<file path="src/rtl/instr_fetch_pkg.sv">
`default_nettype none
// ============================================================================
// Module  : wwp_fetch_defs (package)
// Brief   : Shared fetch-stage state encodings and width/halt-word defaults.
// Revision: 1.0 - initial release
// ============================================================================
package wwp_fetch_defs;

    localparam int c_ADDR_WIDTH  = 32;
    localparam int c_INSTR_WIDTH = 32;
    localparam logic [31:0] c_HALT_WORD = 32'hFFFF_FFFF;

    typedef enum logic [1:0] {
        ST_IDLE  = 2'b00,
        ST_FETCH = 2'b01,
        ST_HALT  = 2'b10
    } fetch_state_t;

endpackage : wwp_fetch_defs
`default_nettype wire

</file>
<file path="src/rtl/instr_fetch_if.sv">
`default_nettype none
// ============================================================================
// Module  : instr_fetch_if
// Brief   : Fetch-stage bus: control inputs, memory port and IF/ID outputs.
// Revision: 1.0 - initial release
// ============================================================================
interface instr_fetch_if
    import wwp_fetch_defs::*;
#(
    parameter int ADDR_WIDTH  = c_ADDR_WIDTH,
    parameter int INSTR_WIDTH = c_INSTR_WIDTH
);

    logic                     stall;
    logic                     branch_taken;
    logic [0:ADDR_WIDTH-1]    branch_target;
    logic [0:INSTR_WIDTH-1]   instruction;
    logic [0:ADDR_WIDTH-1]    instr_mem_addr;
    logic                     instr_mem_en;
    logic [0:INSTR_WIDTH-1]   if_instruction;
    logic [0:ADDR_WIDTH-1]    if_pc;
    logic                     if_valid;
    logic                     halted;

    // The fetch stage is the master: it owns the address and the IF/ID outputs.
    modport master (
        input  stall, branch_taken, branch_target, instruction,
        output instr_mem_addr, instr_mem_en, if_instruction, if_pc, if_valid, halted
    );

    modport slave (
        output stall, branch_taken, branch_target, instruction,
        input  instr_mem_addr, instr_mem_en, if_instruction, if_pc, if_valid, halted
    );

endinterface : instr_fetch_if
`default_nettype wire

</file>
<file path="src/rtl/instr_fetch_if_id_reg.sv">
`default_nettype none
// ============================================================================
// Module  : if_id_reg
// Brief   : IF/ID pipeline register with load, hold and squash controls.
// Revision: 1.0 - initial release
// ============================================================================
module if_id_reg #(
    parameter int ADDR_WIDTH  = 32,
    parameter int INSTR_WIDTH = 32
) (
    input  wire logic                   clock,
    input  wire logic                   reset,
    input  wire logic                   i_load,
    input  wire logic                   i_squash,
    input  wire logic [0:INSTR_WIDTH-1] i_instr,
    input  wire logic [0:ADDR_WIDTH-1]  i_pc,
    output logic      [0:INSTR_WIDTH-1] o_instr,
    output logic      [0:ADDR_WIDTH-1]  o_pc,
    output logic                        o_valid
);

    logic [0:INSTR_WIDTH-1] r_instr;
    logic [0:ADDR_WIDTH-1]  r_pc;
    logic                   r_valid;

    // Squash only drops the valid bit; the stale payload is left in place.
    always_ff @(posedge clock or negedge reset) begin
        if (!reset) begin
            r_instr <= '0;
            r_pc    <= '0;
            r_valid <= 1'b0;
        end else if (i_squash) begin
            r_valid <= 1'b0;
        end else if (i_load) begin
            r_instr <= i_instr;
            r_pc    <= i_pc;
            r_valid <= 1'b1;
        end
    end

    assign o_instr = r_instr;
    assign o_pc    = r_pc;
    assign o_valid = r_valid;

endmodule : if_id_reg
`default_nettype wire

</file>
<file path="src/rtl/instr_fetch.sv">
`default_nettype none
// ============================================================================
// Module  : instr_fetch
// Brief   : Fetch stage: PC, next-PC mux, fetch FSM and IF/ID register.
// Revision: 1.0 - initial release
// ============================================================================
module instr_fetch
    import wwp_fetch_defs::*;
#(
    parameter int                     ADDR_WIDTH  = c_ADDR_WIDTH,
    parameter int                     INSTR_WIDTH = c_INSTR_WIDTH,
    parameter int unsigned            START_ADDR  = 0,
    parameter logic [INSTR_WIDTH-1:0] HALT_WORD   = INSTR_WIDTH'(c_HALT_WORD)
) (
    input  wire logic     clock,
    input  wire logic     reset,
    instr_fetch_if.master bus
);

    fetch_state_t          r_state;
    logic [0:ADDR_WIDTH-1] r_pc;
    logic                  w_is_halt;
    logic                  w_load;
    logic                  w_squash;

    assign w_is_halt = (bus.instruction == HALT_WORD);

    // Branch beats stall, stall beats the halt check, halt beats a normal load.
    always_comb begin
        w_load   = 1'b0;
        w_squash = 1'b0;
        if (r_state == ST_FETCH) begin
            if (bus.branch_taken) begin
                w_squash = 1'b1;
            end else if (!bus.stall) begin
                if (w_is_halt) begin
                    w_squash = 1'b1;
                end else begin
                    w_load = 1'b1;
                end
            end
        end
    end

    always_ff @(posedge clock or negedge reset) begin
        if (!reset) begin
            r_state <= ST_IDLE;
            r_pc    <= ADDR_WIDTH'(START_ADDR);
        end else begin
            case (r_state)
                ST_IDLE: begin
                    r_state <= ST_FETCH;
                    if (bus.branch_taken) begin
                        r_pc <= bus.branch_target;
                    end
                end
                ST_FETCH: begin
                    if (bus.branch_taken) begin
                        r_pc <= bus.branch_target;
                    end else if (!bus.stall) begin
                        if (w_is_halt) begin
                            r_state <= ST_HALT;
                        end else begin
                            r_pc <= r_pc + ADDR_WIDTH'(1);
                        end
                    end
                end
                ST_HALT: begin
                    r_state <= ST_HALT;
                end
                default: begin
                    r_state <= ST_IDLE;
                end
            endcase
        end
    end

    assign bus.instr_mem_addr = r_pc;
    assign bus.instr_mem_en   = (r_state == ST_FETCH);
    assign bus.halted         = (r_state == ST_HALT);

    if_id_reg #(
        .ADDR_WIDTH  (ADDR_WIDTH),
        .INSTR_WIDTH (INSTR_WIDTH)
    ) u_if_id_reg (
        .clock    (clock),
        .reset    (reset),
        .i_load   (w_load),
        .i_squash (w_squash),
        .i_instr  (bus.instruction),
        .i_pc     (r_pc),
        .o_instr  (bus.if_instruction),
        .o_pc     (bus.if_pc),
        .o_valid  (bus.if_valid)
    );

endmodule : instr_fetch
`default_nettype wire

</file>
<file path="src/flat_wrapper.sv">
// flat-port wrapper written by rule: the top's interface ports become plain ports
module instr_fetch_flat import wwp_fetch_defs::*;
#(
    parameter int                     ADDR_WIDTH  = c_ADDR_WIDTH,
    parameter int                     INSTR_WIDTH = c_INSTR_WIDTH,
    parameter int unsigned            START_ADDR  = 0,
    parameter logic [INSTR_WIDTH-1:0] HALT_WORD   = INSTR_WIDTH'(c_HALT_WORD)
)
  (clock, reset, bus_stall, bus_branch_taken, bus_branch_target, bus_instruction, bus_instr_mem_addr, bus_instr_mem_en, bus_if_instruction, bus_if_pc, bus_if_valid, bus_halted);
  instr_fetch_if #(.ADDR_WIDTH(ADDR_WIDTH), .INSTR_WIDTH(INSTR_WIDTH)) bus_i ();
  input  wire logic clock;
  input  wire logic reset;
  input wire logic [$bits(bus_i.stall)-1:0] bus_stall;
  input wire logic [$bits(bus_i.branch_taken)-1:0] bus_branch_taken;
  input wire logic [$bits(bus_i.branch_target)-1:0] bus_branch_target;
  input wire logic [$bits(bus_i.instruction)-1:0] bus_instruction;
  output wire logic [$bits(bus_i.instr_mem_addr)-1:0] bus_instr_mem_addr;
  output wire logic [$bits(bus_i.instr_mem_en)-1:0] bus_instr_mem_en;
  output wire logic [$bits(bus_i.if_instruction)-1:0] bus_if_instruction;
  output wire logic [$bits(bus_i.if_pc)-1:0] bus_if_pc;
  output wire logic [$bits(bus_i.if_valid)-1:0] bus_if_valid;
  output wire logic [$bits(bus_i.halted)-1:0] bus_halted;
  assign bus_i.stall = bus_stall;
  assign bus_i.branch_taken = bus_branch_taken;
  assign bus_i.branch_target = bus_branch_target;
  assign bus_i.instruction = bus_instruction;
  assign bus_instr_mem_addr = bus_i.instr_mem_addr;
  assign bus_instr_mem_en = bus_i.instr_mem_en;
  assign bus_if_instruction = bus_i.if_instruction;
  assign bus_if_pc = bus_i.if_pc;
  assign bus_if_valid = bus_i.if_valid;
  assign bus_halted = bus_i.halted;
  instr_fetch #(.ADDR_WIDTH(ADDR_WIDTH), .INSTR_WIDTH(INSTR_WIDTH), .START_ADDR(START_ADDR), .HALT_WORD(HALT_WORD)) u_core (.clock(clock), .reset(reset), .bus(bus_i));
endmodule
</file>
<file path="config.mk">
export PLATFORM = sky130hd
export DESIGN_NAME = instr_fetch_flat
export DESIGN_NICKNAME = d
export VERILOG_FILES = /design/src/rtl/instr_fetch_pkg.sv /design/src/rtl/instr_fetch_if.sv /design/src/rtl/instr_fetch_if_id_reg.sv /design/src/rtl/instr_fetch.sv /design/src/flat_wrapper.sv
export SDC_FILE = /design/constraint.sdc
export NUM_CORES = 1
export LEC_CHECK = 0
export CORE_MARGIN = 3
export CORE_UTILIZATION = 45
export DETAILED_ROUTE_END_ITERATION = 8
export PLACE_DENSITY_LB_ADDON = 0.08
export SYNTH_ARGS = -nofsm -noshare
export SYNTH_HDL_FRONTEND = slang
export SYNTH_SLANG_ARGS = --single-unit
</file>
<file path="constraint.sdc">
create_clock -name clock -period 2.5 [get_ports clock]
set_input_delay 0.5 -clock clock [delete_from_list [all_inputs] [get_ports clock]]
set_output_delay 0.5 -clock clock [all_outputs]
set_load 0.005 [all_outputs]
</file>
==> results.toml <==
[synth]
seq_area_frac_synth = 0.502
ys_seq_elements = 99
synth_area_leader_cell = "dfrtp_1"
post_synth_num_cell_types = 49
synth_fp_nets = 504
synth_area_leaders = "dfrtp_1, mux2_2, a22oi_1"
async_reset_ff_frac = 1.00
synth_edf_count = 0
yosys_warnings = 0
netlist_instances = 431
ys.flop_type = "dfrtp_1"
syn_area_per_cell_um2 = 11.5
synth_top_area_share = 0.502
syn_area_mm2 = 0.00494

[placement]
gp_congestion = 0.820
post_dp_cell_area_mm2 = 0.00683
dp_hpwl_mm = 9.76
port_buffers = 166
place_ws_ns = -0.0813

[floorplan]
die_area_mm2 = 0.0123
ios = 167
coreArea_mm2 = 0.0105
die_x_um = 111
start_util = 0.470
dieHeight_um = 111
fp-row-count = 37

[cells_and_area]
area_delta_synth_final_pct = 42.5
drive_gt1_frac = 0.206
layout_common_cells = "clkdlybuf4s50_1, dfrtp_1, mux2_2"
fin_area_mm2 = 0.00704
nets = 670
layout_commonest_cell = "clkdlybuf4s50_1"
n_antenna_cell = 0

[power]
intPower_mw = 3.43
peakVddDrop_mv = 0.353
p_clk_frac = 0.236
power.net_switching_mw = 1.25
p_comb_frac = 0.304
seqPwrFrac = 0.460
total_leakage_power_nw = 2.83
switching_share = 0.267
pwr_density_cell_mw_per_mm2 = 666

[worst_setup_path]
reg2reg_slack_ns = 0.20
endpoint = "u_core.bus.instr_mem_addr[0]$_DFFE_PN0P_"
startpoint = "u_core.bus.instr_mem_addr[21]$_DFFE_PN0P_"
cp-start-kind = "flip-flop"
r2r_end = "u_core.bus.instr_mem_addr[0]$_DFFE_PN0P_"
path_max_fanout = 17
critPathKind = "reg -> reg"
cp.arrival_ns = 2.57
critPathCaptureType = "flip-flop"
cp.required_ns = 2.78
r2r_start = "u_core.bus.instr_mem_addr[21]$_DFFE_PN0P_"
reg2reg_depth = 5

[drt]
dr.pass1.iters = 5
wirelength_mm = 13.3
ant_nets = 0
vias_per_cell = 5.80
vias = 4275
routedWlPerCell_um = 18.1
drtIter0Drc = 183
drc = 0

[job]
maxCapViolCount = 0

[clocking]
numCtsBuffers = 9
path_clk_slew_ns = 0.10
cts_hold_buf = 0
post_cts_buffers = 0
cts_tree = "built"
cts_resized = 0
cts_root_buf = "clkbuf_8"
htree_levels = 3
insertion_delay_ns = 0.36
cts.sinks = 99
cts_buffer_depth = 2

[grt]
grtUsageTotal = 0.224
grt_pass1_wl_mm = 23.0
antenna_found_initial = 0
overflow = 0
grt_max_degree = 46
first_global_vias = 4460

[sta]
setup_violations = 0
tightest_slew_ns = 0.493
hold_violations = 0
relSlewSlack = 0.668
rsz0062_at_grt = "no"
min_period_over_period = 0.918
period_needed_ns = 2.30
holdWs_ns = 0.0618
worst_slack_ns = 0.204
max_freq_ghz = 0.436
finalClockSkew_ns = 0.0101
slew_viol_final = 0

[outcome]
status = "completed"

[min_path]
min_path_type = "in -> async"
-- how the worst min path moves through the flow --
stage	endpoint	slack, ns
after global routing	u_core.u_if_id_reg.o_pc[13]$_DFFE_PN0P_	0.08
after floorplan	u_core.bus.instr_mem_addr[0]$_DFFE_PN0P_	0.20
after CTS	u_core.u_if_id_reg.o_pc[13]$_DFFE_PN0P_	0.07
after global placement	u_core.u_if_id_reg.o_pc[0]$_DFFE_PN0P_	0.47
after detailed placement	u_core.u_if_id_reg.o_pc[13]$_DFFE_PN0P_	0.46
final	u_core.u_if_id_reg.o_pc[13]$_DFFE_PN0P_	0.06
-- cell usage after synthesis, types with 3 or more instances --
master,instances
dfrtp_1,99
mux2_2,67
inv_1,24
a22oi_1,21
nand2_1,21
clkbuf_1,18
o221ai_1,17
nor4_1,14
o22ai_1,14
nand3_1,13
o211ai_1,13
o21ai_0,11
nand4_1,9
nor2_1,9
o2bb2ai_1,7
buf_2,6
clkbuf_8,6
and3_1,5
ha_1,5
nor3_1,5
a21oi_1,4
a31oi_1,3
and3_2,3
or2_2,3
-- cell type report --
class | count | area (um2)
clock inverters | 4 | 76.3
inverters | 24 | 90.1
fillers | 858 | 3470
multi-input cells | 273 | 2160
repair buffers | 190 | 1930
flip-flops and latches | 99 | 2480
well taps | 136 | 170
clock buffers | 11 | 131
-- power groups by stage --
stage	Sequential, mW	Combinational, mW	Clock (mW)
3_3_place_gp	2.17	1.41	0
6_report	2.16	1.42	1.10
3_5_place_dp	2.19	1.44	0
4_1_cts	2.16	1.45	1.13
2_1_floorplan	2.18	0.470	0
5_1_grt	2.22	1.54	1.20
-- worst max-delay path, cell delays in order (launching register included) --
cell and delay, ns:
dfrtp_1 0.45, nand3_2 0.16, or4_4 0.69, nor4_1 0.51
o221ai_1 0.23, a2bb2oi_1 0.18
-- through the flow --
stage / util / TNS, ns / cells / power (mW)
global route: 0.670 / 0 / 737 / 4.96
floorplan: - / 0 / 431 / 2.65
CTS: 0.670 / 0 / 737 / 4.74
finish: 0.670 / 0 / 737 / 4.68
global placement: 0.650 / -3.02 / 722 / 3.58
detailed placement: 0.650 / -4.03 / 722 / 3.63
-- cell families after synthesis --
kind of cell               count (synthesis)  share of synthesized area
and+or+nand+nor                           96                      0.112
buffers and inverters                     59                     0.0633
AOI/OAI and AO/OA                        105                      0.158
adders and majority gates                  5                     0.0127
muxes                                     67                      0.153
DFF                                       99                      0.502
-- registers in the layout, indices dropped and copies added, names as in the netlist --
name and cells:
u_core.u_if_id_reg.o_instr 32, u_core.u_if_id_reg.o_valid 1, u_core.u_if_id_reg.o_pc 32, u_core.r_state 2, u_core.bus.instr_mem_addr 32
-- routing by layer --
layer | global-route usage | vias to the layer above | wire length, um
met4 | 0.0567 | 0 | 188
li1 | - | 1967 | -
met5 | 0 | - | 0
met2 | 0.371 | 162 | 6590
met3 | 0.0639 | 22 | 1150
met1 | 0.291 | 2124 | 5400
Power figures use the tool's default switching activity.
